## src/rtl/ring_pkg.sv

```systemverilog
// Shared types and helpers for the ring-buffer stream width converters.
package ring_pkg;

  typedef enum logic [0:0] {
    SER_IDLE = 1'b0,
    SER_SEND = 1'b1
  } ser_state_t;

  // Map the running flit counter onto the word slice that goes out next.
  function automatic int flit_index(input int cnt, input int ratio, input bit lsb_first);
    return lsb_first ? cnt : (ratio - 1 - cnt);
  endfunction

endpackage

```

## src/rtl/ring_serializer.sv

```systemverilog
// Width-down converter: one DATA_SIZE-bit word in, RATIO FLIT_SIZE-bit flits out,
// valid/ack on both sides with no bubble between back-to-back words.
module ring_serializer
  import ring_pkg::*;
#(
  parameter int DATA_SIZE = 32,
  parameter int FLIT_SIZE = 8,
  parameter bit LSB_FIRST = 1'b1
) (
  input  logic                 clk_i,
  input  logic                 rst_ni,
  input  logic                 rx_i,
  output logic                 rx_ack_o,
  input  logic [DATA_SIZE-1:0] data_i,
  output logic                 tx_o,
  input  logic                 tx_ack_i,
  output logic [FLIT_SIZE-1:0] data_o
);

  localparam int RATIO = DATA_SIZE / FLIT_SIZE;
  localparam int CNT_W = $clog2(RATIO);
  localparam logic [CNT_W-1:0] LAST_CNT = CNT_W'(RATIO - 1);

  ser_state_t           state_q, state_d;
  logic [DATA_SIZE-1:0] word_q, word_d;
  logic [CNT_W-1:0]     cnt_q, cnt_d;

  logic [FLIT_SIZE-1:0] flits [RATIO];
  logic [CNT_W-1:0]     flit_sel;
  logic                 sending;
  logic                 last_accept;
  logic                 capture;

  for (genvar i = 0; i < RATIO; i++) begin : g_slice
    assign flits[i] = word_q[i*FLIT_SIZE +: FLIT_SIZE];
  end

  // Handshake outputs; the ready path from tx_ack_i is combinational by design.
  always_comb begin
    sending     = (state_q == SER_SEND);
    last_accept = sending && (cnt_q == LAST_CNT) && tx_ack_i;
    rx_ack_o    = !sending || last_accept;
    capture     = rx_i && rx_ack_o;
    flit_sel    = CNT_W'(flit_index(32'(cnt_q), RATIO, LSB_FIRST));
    tx_o        = sending;
    data_o      = flits[flit_sel];
  end

  always_comb begin
    // NOTE: every next-state variable is defaulted to its current value first,
    // so no path through the branches below can leave one unassigned (no latch).
    state_d = state_q;
    word_d  = word_q;
    cnt_d   = cnt_q;
    if (capture) begin
      word_d  = data_i;
      cnt_d   = '0;
      state_d = SER_SEND;
    end else if (sending && tx_ack_i) begin
      cnt_d = cnt_q + CNT_W'(1);
      if (last_accept) begin
        state_d = SER_IDLE;
      end
    end
  end

  always_ff @(posedge clk_i or negedge rst_ni) begin
    if (!rst_ni) begin
      state_q <= SER_IDLE;
      // NOTE: the word register is reset even though its contents are don't-care
      // when idle, because data_o is driven from it and must never show X.
      word_q  <= '0;
      cnt_q   <= '0;
    end else begin
      // NOTE: non-blocking assignments so every flop samples pre-edge values.
      state_q <= state_d;
      word_q  <= word_d;
      cnt_q   <= cnt_d;
    end
  end

`ifndef SYNTHESIS
  a_word_multiple: assert property (@(posedge clk_i) (DATA_SIZE % FLIT_SIZE) == 0);
  a_ratio_pow2:    assert property (@(posedge clk_i) (RATIO >= 2) && ((RATIO & (RATIO - 1)) == 0));
  a_tx_hold:       assert property (@(posedge clk_i) disable iff (!rst_ni)
                                    (tx_o && !tx_ack_i) |=> (tx_o && $stable(data_o)));
`endif

endmodule

```

## config.mk

```make
export PLATFORM = sky130hd
export DESIGN_NAME = ring_serializer
export DESIGN_NICKNAME = d
export VERILOG_FILES = /design/src/rtl/ring_pkg.sv /design/src/rtl/ring_serializer.sv
export SDC_FILE = /design/constraint.sdc
export NUM_CORES = 1
export LEC_CHECK = 0
export BUFFER_PORTS_ARGS = -buffer_cell sky130_fd_sc_hd__buf_2
export CORE_ASPECT_RATIO = 1.75
export CORE_MARGIN = 1
export CORE_UTILIZATION = 45
export DETAILED_ROUTE_END_ITERATION = 6
export PLACE_DENSITY_LB_ADDON = 0.1
export SLEW_MARGIN = 25
export SYNTH_ARGS = -nofsm -noshare
export SYNTH_HDL_FRONTEND = slang
export SYNTH_SLANG_ARGS = --single-unit
```

## constraint.sdc

```tcl
create_clock -name clk_i -period 4.94 [get_ports clk_i]
set_clock_uncertainty 0.05 [all_clocks]
set_input_delay 0.741 -clock clk_i [delete_from_list [all_inputs] [get_ports clk_i]]
set_output_delay 0.741 -clock clk_i [all_outputs]
set_load 0.02 [all_outputs]
```

# [Word level (Yosys, flattened, before mapping)]
# Cells that the tools add are included.
[classes] reduce_logical=9 n_shift=0 n_addsub=1 mul=0 mux=8 n_div=0 n_lt_le_gt_ge=1 n_eq_ne=1 bitwise=1
[ops] operator="binary-select mux 8 bit (select 2 bit)" n=1
[ops] operator="2-to-1 mux 8 bit" n=2
[ops] operator="logical AND 1 bit" n=4
[ops] operator="2-to-1 mux 2 bit" n=2
[ops] operator="nonzero test 2 bit" n=2
[ops] operator="greater-or-equal comparator 3 bit (second input constant)" n=1
[ops] operator="2-to-1 mux 1 bit" n=3
[ops] operator="NOT 2 -> 3 bit" n=1
[ops] operator="adder 2 x 1 -> 2 bit (second input constant)" n=1
[ops] operator="== test 2 bit (second input constant)" n=1
[ops] operator="AND reduction 2 bit" n=1
[ops] operator="zero test 1 bit" n=1
[ops] operator="logical OR 1 bit" n=1
[word_totals] in_bits=36 elab_cells=24 mem_bits_rw=0 romBits=0 memories=0 reg_bits=35 latchBits=0 output_inout_bits=10

# [Depth between registers and ports, before layout]
# Gate-level depths: netlist of the first run.
[logic_depth] word_depth=7 ltp_mapped=5 depth_no_buf=4

# [Worst setup path after synthesis of the first run]
# No wires, ideal clock.
[synth_timing] path_type="flip-flop to output port" start="register cnt_q[0]" end="output data_o[0]" path_stages_with_launch=3 slack_ps=2998 n_path_buf=1 required_time_ps=4149 t_arrival_ps=1151 path_cell_list="dfrtp_1 buf_4 mux4_2"
[synth_between] elab_chain_len=4
[synth_lines] item="from (decl)" line="ring_serializer.sv:26" text="logic [CNT_W-1:0] cnt_q, cnt_d;"
[synth_lines] item="from (signal assigned)" line="ring_serializer.sv:78" text="cnt_q <= cnt_d;"
[synth_lines] item="NOT 2 -> 3 bit (implied by the code)" line="ring_serializer.sv:46" text="data_o = flits[flit_sel];"
[synth_lines] item="binary-select mux 8 bit (select 2 bit)" line="ring_serializer.sv:46"
[synth_lines] item="2-to-1 mux 8 bit (implied by the code) (2 in series)" line="ring_serializer.sv:46"
[synth_lines] item="to (decl)" line="ring_serializer.sv:17" text="output logic [FLIT_SIZE-1:0] data_o"
# Every way passes these cells. The select of a mux whose other input is x is not followed.

# [Worst setup path after layout of the first run]
[layout_timing] start="register cnt_q[0]" end="output data_o[2]"
# The elaborated chain is that of the path after synthesis.

==> run metrics, run 1 <==
Yosys cell types 18; Post-Route WL 2.94 mm; Reg area 876 µm²; # clock sinks 35; final setup vio count 0; DRC 0; Yosys top cell area share 51.1%; max-cap violation count 0; unrepaired setup endpoints after global routing no; post-DP HPWL 1.99 mm; IO buf count 45; fmax 383 MHz; Tightest Hold Check Type flip-flop to flip-flop; Initial Utilization 47.2%; DRT Pass-1 Iters 3; post-CTS setup buffer count 0; critical path startpoint category flip-flop; final hold vios 0; instance area at placement 0.00192 mm²; DP Cell Count 179; gpl congestion 0.666; Root Buffer clkbuf_8; CTS tree yes; Clock Latency Late Sink 0.27 ns; total power 1.36 mW; area leader, netlist dfrtp_1; layout cell share with drive strength beyond 1 68.1%; GRT Util Overall 17.2%; Crit path arrival time 1.82 ns; cell count after synthesis 93; top post-synthesis cells by area dfrtp_1 51%, mux2_4 26%, mux4_2 11%; PostCTS Resize Cnt 0; Setup TNS Final 0 ns; Tcrit/Tclk final 52.9%; Die Y 83.6 µm; Slew Limit Fails 0; num ports 46; clk buf depth 2; fin cells 187; slew margin rel. 48.6%; Hold WS 0.457 ns; die footprint 0.00407 mm²; crit path time final 2.61 ns; Die X-Extent 48.6 µm; Num CTS Buffers 5; drt wl/cell 15.7 µm; slack of the critical path 2.33 ns; Mapped Area 0.00171 mm²; hold buffers post-CTS 0; worst slack at placement 2.58 ns; Max FO, Critical Path 12; synthesized flop and latch total 35; # fillers 312; Clk pin slew, worst setup/hold paths 0.07 ns; Setup crit end kind output port; Core Util, Final 55.8%; Post-Syn Nets 130; Cell Rows 29; Via Count 977; critical path data required time 4.15 ns; outcome completed; Core Region 0.00363 mm²; diode count 0; Seq/Total Area, Yosys 51.1%; Avg Inst Size Synth 18.4 µm²; most frequent cells in the layout 45 x buf_2, 35 x dfrtp_1, 30 x mux2_4; initial antenna violation count 0; VDD IR max 405 µV; Cell Pwr Density 671 mW/mm²; Design Area, Final 0.00202 mm²; first-pass GRT wire length 5.30 mm; drt via density 5.22; largest net degree at the start of global routing 36; Final Net Count 177; worst-margin pin slew 0.771 ns; vias in the first global route 1099; YS warnings 0; # H-tree levels 2; crit path kind flip-flop to output port; area occupied by multi-input gates 766 µm²; GRT overflow 0; worst reg2reg setup slack 2.86 ns; Routed Antenna Nets 0; Leak 1.04 nW; synthesis-to-finish area growth 18.2%; leading cell type in the layout, fill and taps excluded buf_2; initial DRC count 18
## Yosys cell counts
| cell | number |
|---|---|
| a21bo_4 | 1 |
| a21oi_1 | 1 |
| a22o_1 | 1 |
| and2b_2 | 1 |
| buf_12 | 3 |
| buf_4 | 1 |
| clkbuf_1 | 1 |
| dfrtp_1 | 35 |
| ha_1 | 1 |
| mux2_2 | 3 |
| mux2_4 | 30 |
| mux4_2 | 8 |
| nand2_1 | 2 |
| nand2_8 | 1 |
| nand4_1 | 1 |
| nor2_1 | 1 |
| o21ai_0 | 1 |
| or2b_1 | 1 |
## path summary, 6_finish.rpt
| path | startpoint | to | depth (start not counted) |
|---|---|---|---|
| hold / removal | word_q[27]$_DFFE_PN0P_ | word_q[27]$_DFFE_PN0P_ | 1 |
| hold reg to reg | word_q[27]$_DFFE_PN0P_ | word_q[27]$_DFFE_PN0P_ | 1 |
| min in group asynchronous | rst_ni | word_q[17]$_DFFE_PN0P_ | 1 |
| max in group asynchronous | rst_ni | word_q[30]$_DFFE_PN0P_ | 1 |
| setup reg to reg | cnt_q[0]$_DFFE_PN0P_ | word_q[11]$_DFFE_PN0P_ | 4 |
| setup / recovery | cnt_q[0]$_DFFE_PN0P_ | data_o[2] | 2 |
## worst max-delay path, cell delays in order (launching register included)
cell	delay (ns)
dfrtp_1	0.78
mux4_2	0.59
buf_2	0.17
## power by group
group          internal [mW]  switching [mW]
clock network          0.127          0.0956
logic                  0.373           0.219
registers              0.429           0.114
## state kept, by name, indices dropped and copies added, names as in the netlist
register	cells
cnt_q	2
tx_o	1
word_q	32
## cells by family (layout without fill, tap and decap cells)
kind of cell,after synthesis,count (layout),share of synthesized area [%]
mux,41,41,38.8
simple gates,7,7,3.14
flops,35,35,51.1
compound gates,4,4,2.05
buf+inv,5,53,4.16
fa+ha+maj,1,1,0.730
## metal layers
metal  wire (µm)  global-route usage (%)  vias to the layer above
li1            -                       -                      438
met4          34                    7.22                        0
met1        1270                    21.0                      504
met5           0                       0                        -
met3         139                    4.92                        5
met2        1490                    28.0                       30
## layout make-up
cell class	instances	share of cell area (%)
flip-flops and latches	35	43.3
multi-input cells	53	37.8
repair buffers	45	11.1
clock buffers	8	4.94
well taps	46	2.84
(Power assumes the default switching activity.)
==> run 2: changes to the inputs <==
==> constraint.sdc (replaced) <==
create_clock -name clk_i -period 2.6 [get_ports clk_i]
set_clock_uncertainty 0.05 [all_clocks]
set_input_delay 0.39 -clock clk_i [delete_from_list [all_inputs] [get_ports clk_i]]
set_output_delay 0.39 -clock clk_i [all_outputs]
set_load 0.02 [all_outputs]
==> run metrics, run 2 (synthesized netlist as in run 1, its figures left out) <==
outcome completed; total power 2.54 mW; combinational share of power 44.5%; layout cell share with drive strength beyond 1 68.6%; worst-margin pin slew 0.750 ns; # fillers 319; Cell Rows 29; crit path time final 2.21 ns; Setup TNS Final 0 ns; GRT overflow 0; fmax 453 MHz; clk buf depth 2; Clock Latency Late Sink 0.28 ns; largest net degree at the start of global routing 36; Final Net Count 177; initial DRC count 20; Post-Route WL 2.88 mm; worst path buffer plus inverter count 1; Reg with most FFs word_q; num ports 46; Initial Utilization 47.2%; largest delay contributor family on the critical path flip-flops; Reg area 876 µm²; reported net switching power 0.806 mW; Leak 1.03 nW; DRC 0; critical path data required time 2.16 ns; # clock sinks 35; Die Y 83.6 µm; Hold WS 0.129 ns; die footprint 0.00407 mm²; DRT Pass-1 Iters 4; instance area at placement 0.00192 mm²; post-CTS setup buffer count 0; CP max-delay cell dfrtp_1; Num CTS Buffers 5; Root Buffer clkbuf_8; # H-tree levels 2; leading cell type in the layout, fill and taps excluded buf_2; Tightest Hold Check Type input pin to asynchronous set/reset pin; Die X-Extent 48.6 µm; vias in the first global route 1043; Max FO, Critical Path 12; CTS tree yes; Largest register FFs 32; diode count 0; Crit path arrival time 1.77 ns; Clk pin slew, worst setup/hold paths 0.06 ns; Sw Ratio 31.8%; Tcrit/Tclk final 85.0%; final setup vio count 0; unrepaired setup endpoints after global routing no; worst reg2reg setup slack 0.57 ns; Core Region 0.00363 mm²; initial antenna violation count 0; Slew Limit Fails 0; Design Area, Final 0.00201 mm²; first-pass GRT wire length 5.11 mm; Routed Antenna Nets 0; drt via density 4.99; Worst path max stage delay 0.73 ns; most frequent cells in the layout 45 x buf_2, 35 x dfrtp_1, 30 x mux2_4; final hold vios 0; max-cap violation count 0; Via Count 929; crit path kind flip-flop to output port; Core Util, Final 55.4%; GRT Util Overall 16.7%; hold buffers post-CTS 0; Cell Pwr Density 1260 mW/mm²; Critical Path, Cell by Cell mux4_2 -> buf_2; Pint 1.73 mW; Clk pwr share 15.1%; Setup crit end kind output port; IO buf count 45; slew margin rel. 50.0%; sequential share of power 40.5%; area occupied by multi-input gates 766 µm²; post-DP HPWL 1.97 mm; synthesis-to-finish area growth 17.5%; VDD IR max 605 µV; PostCTS Resize Cnt 0; gpl congestion 0.682; critical path startpoint category flip-flop; drt wl/cell 15.5 µm
==> run 2: power groups by stage <==
stage                     clock network, mW  logic [mW]  registers [mW]
after floorplan                           0        1.01           0.927
after global placement                    0        1.11            1.03
after detailed placement                  0        1.14            1.04
after CTS                             0.398        1.14            1.03
after global routing                  0.418        1.21            1.08
final                                 0.382        1.13            1.03
==> run 2: area by class of cell <==
type	count	area share, %
Sequential cell	35	43.5
Multi-Input combinational cell	53	38.1
Timing Repair Buffer	45	11.2
Clock buffer	6	4.10
Tap cell	46	2.86
Clock inverter	1	0.249
==> run 2: path summary, 6_finish.rpt <==
| check | from | end | depth (start not counted) |
|---|---|---|---|
| max | cnt_q[0]$_DFFE_PN0P_ | data_o[3] | 2 |
| min | rst_ni | word_q[17]$_DFFE_PN0P_ | 1 |
| max reg2reg | cnt_q[0]$_DFFE_PN0P_ | word_q[11]$_DFFE_PN0P_ | 4 |
| min reg2reg | word_q[23]$_DFFE_PN0P_ | word_q[23]$_DFFE_PN0P_ | 1 |
| max in group asynchronous | rst_ni | word_q[21]$_DFFE_PN0P_ | 1 |
| min in group clk_i | data_i[30] | word_q[30]$_DFFE_PN0P_ | 2 |
==> run 2: metal layers <==
metal	up-vias	part of all wire [%]	wire length [µm]	global-route usage, %
li1	438	-	-	-
met1	455	44	1270	22.2
met2	30	49	1420	25.4
met3	6	4.6	134	4.37
met4	0	2.0	59	7.22
met5	-	0	0	0
==> run 2: stage by stage <==
stage / setup WS [ns] / std cells
2_1_floorplan: 1.01 / 93
3_3_place_gp: 0.571 / 179
3_5_place_dp: 0.528 / 179
4_1_cts: 0.325 / 186
5_1_grt: 0.238 / 186
6_report: 0.390 / 186
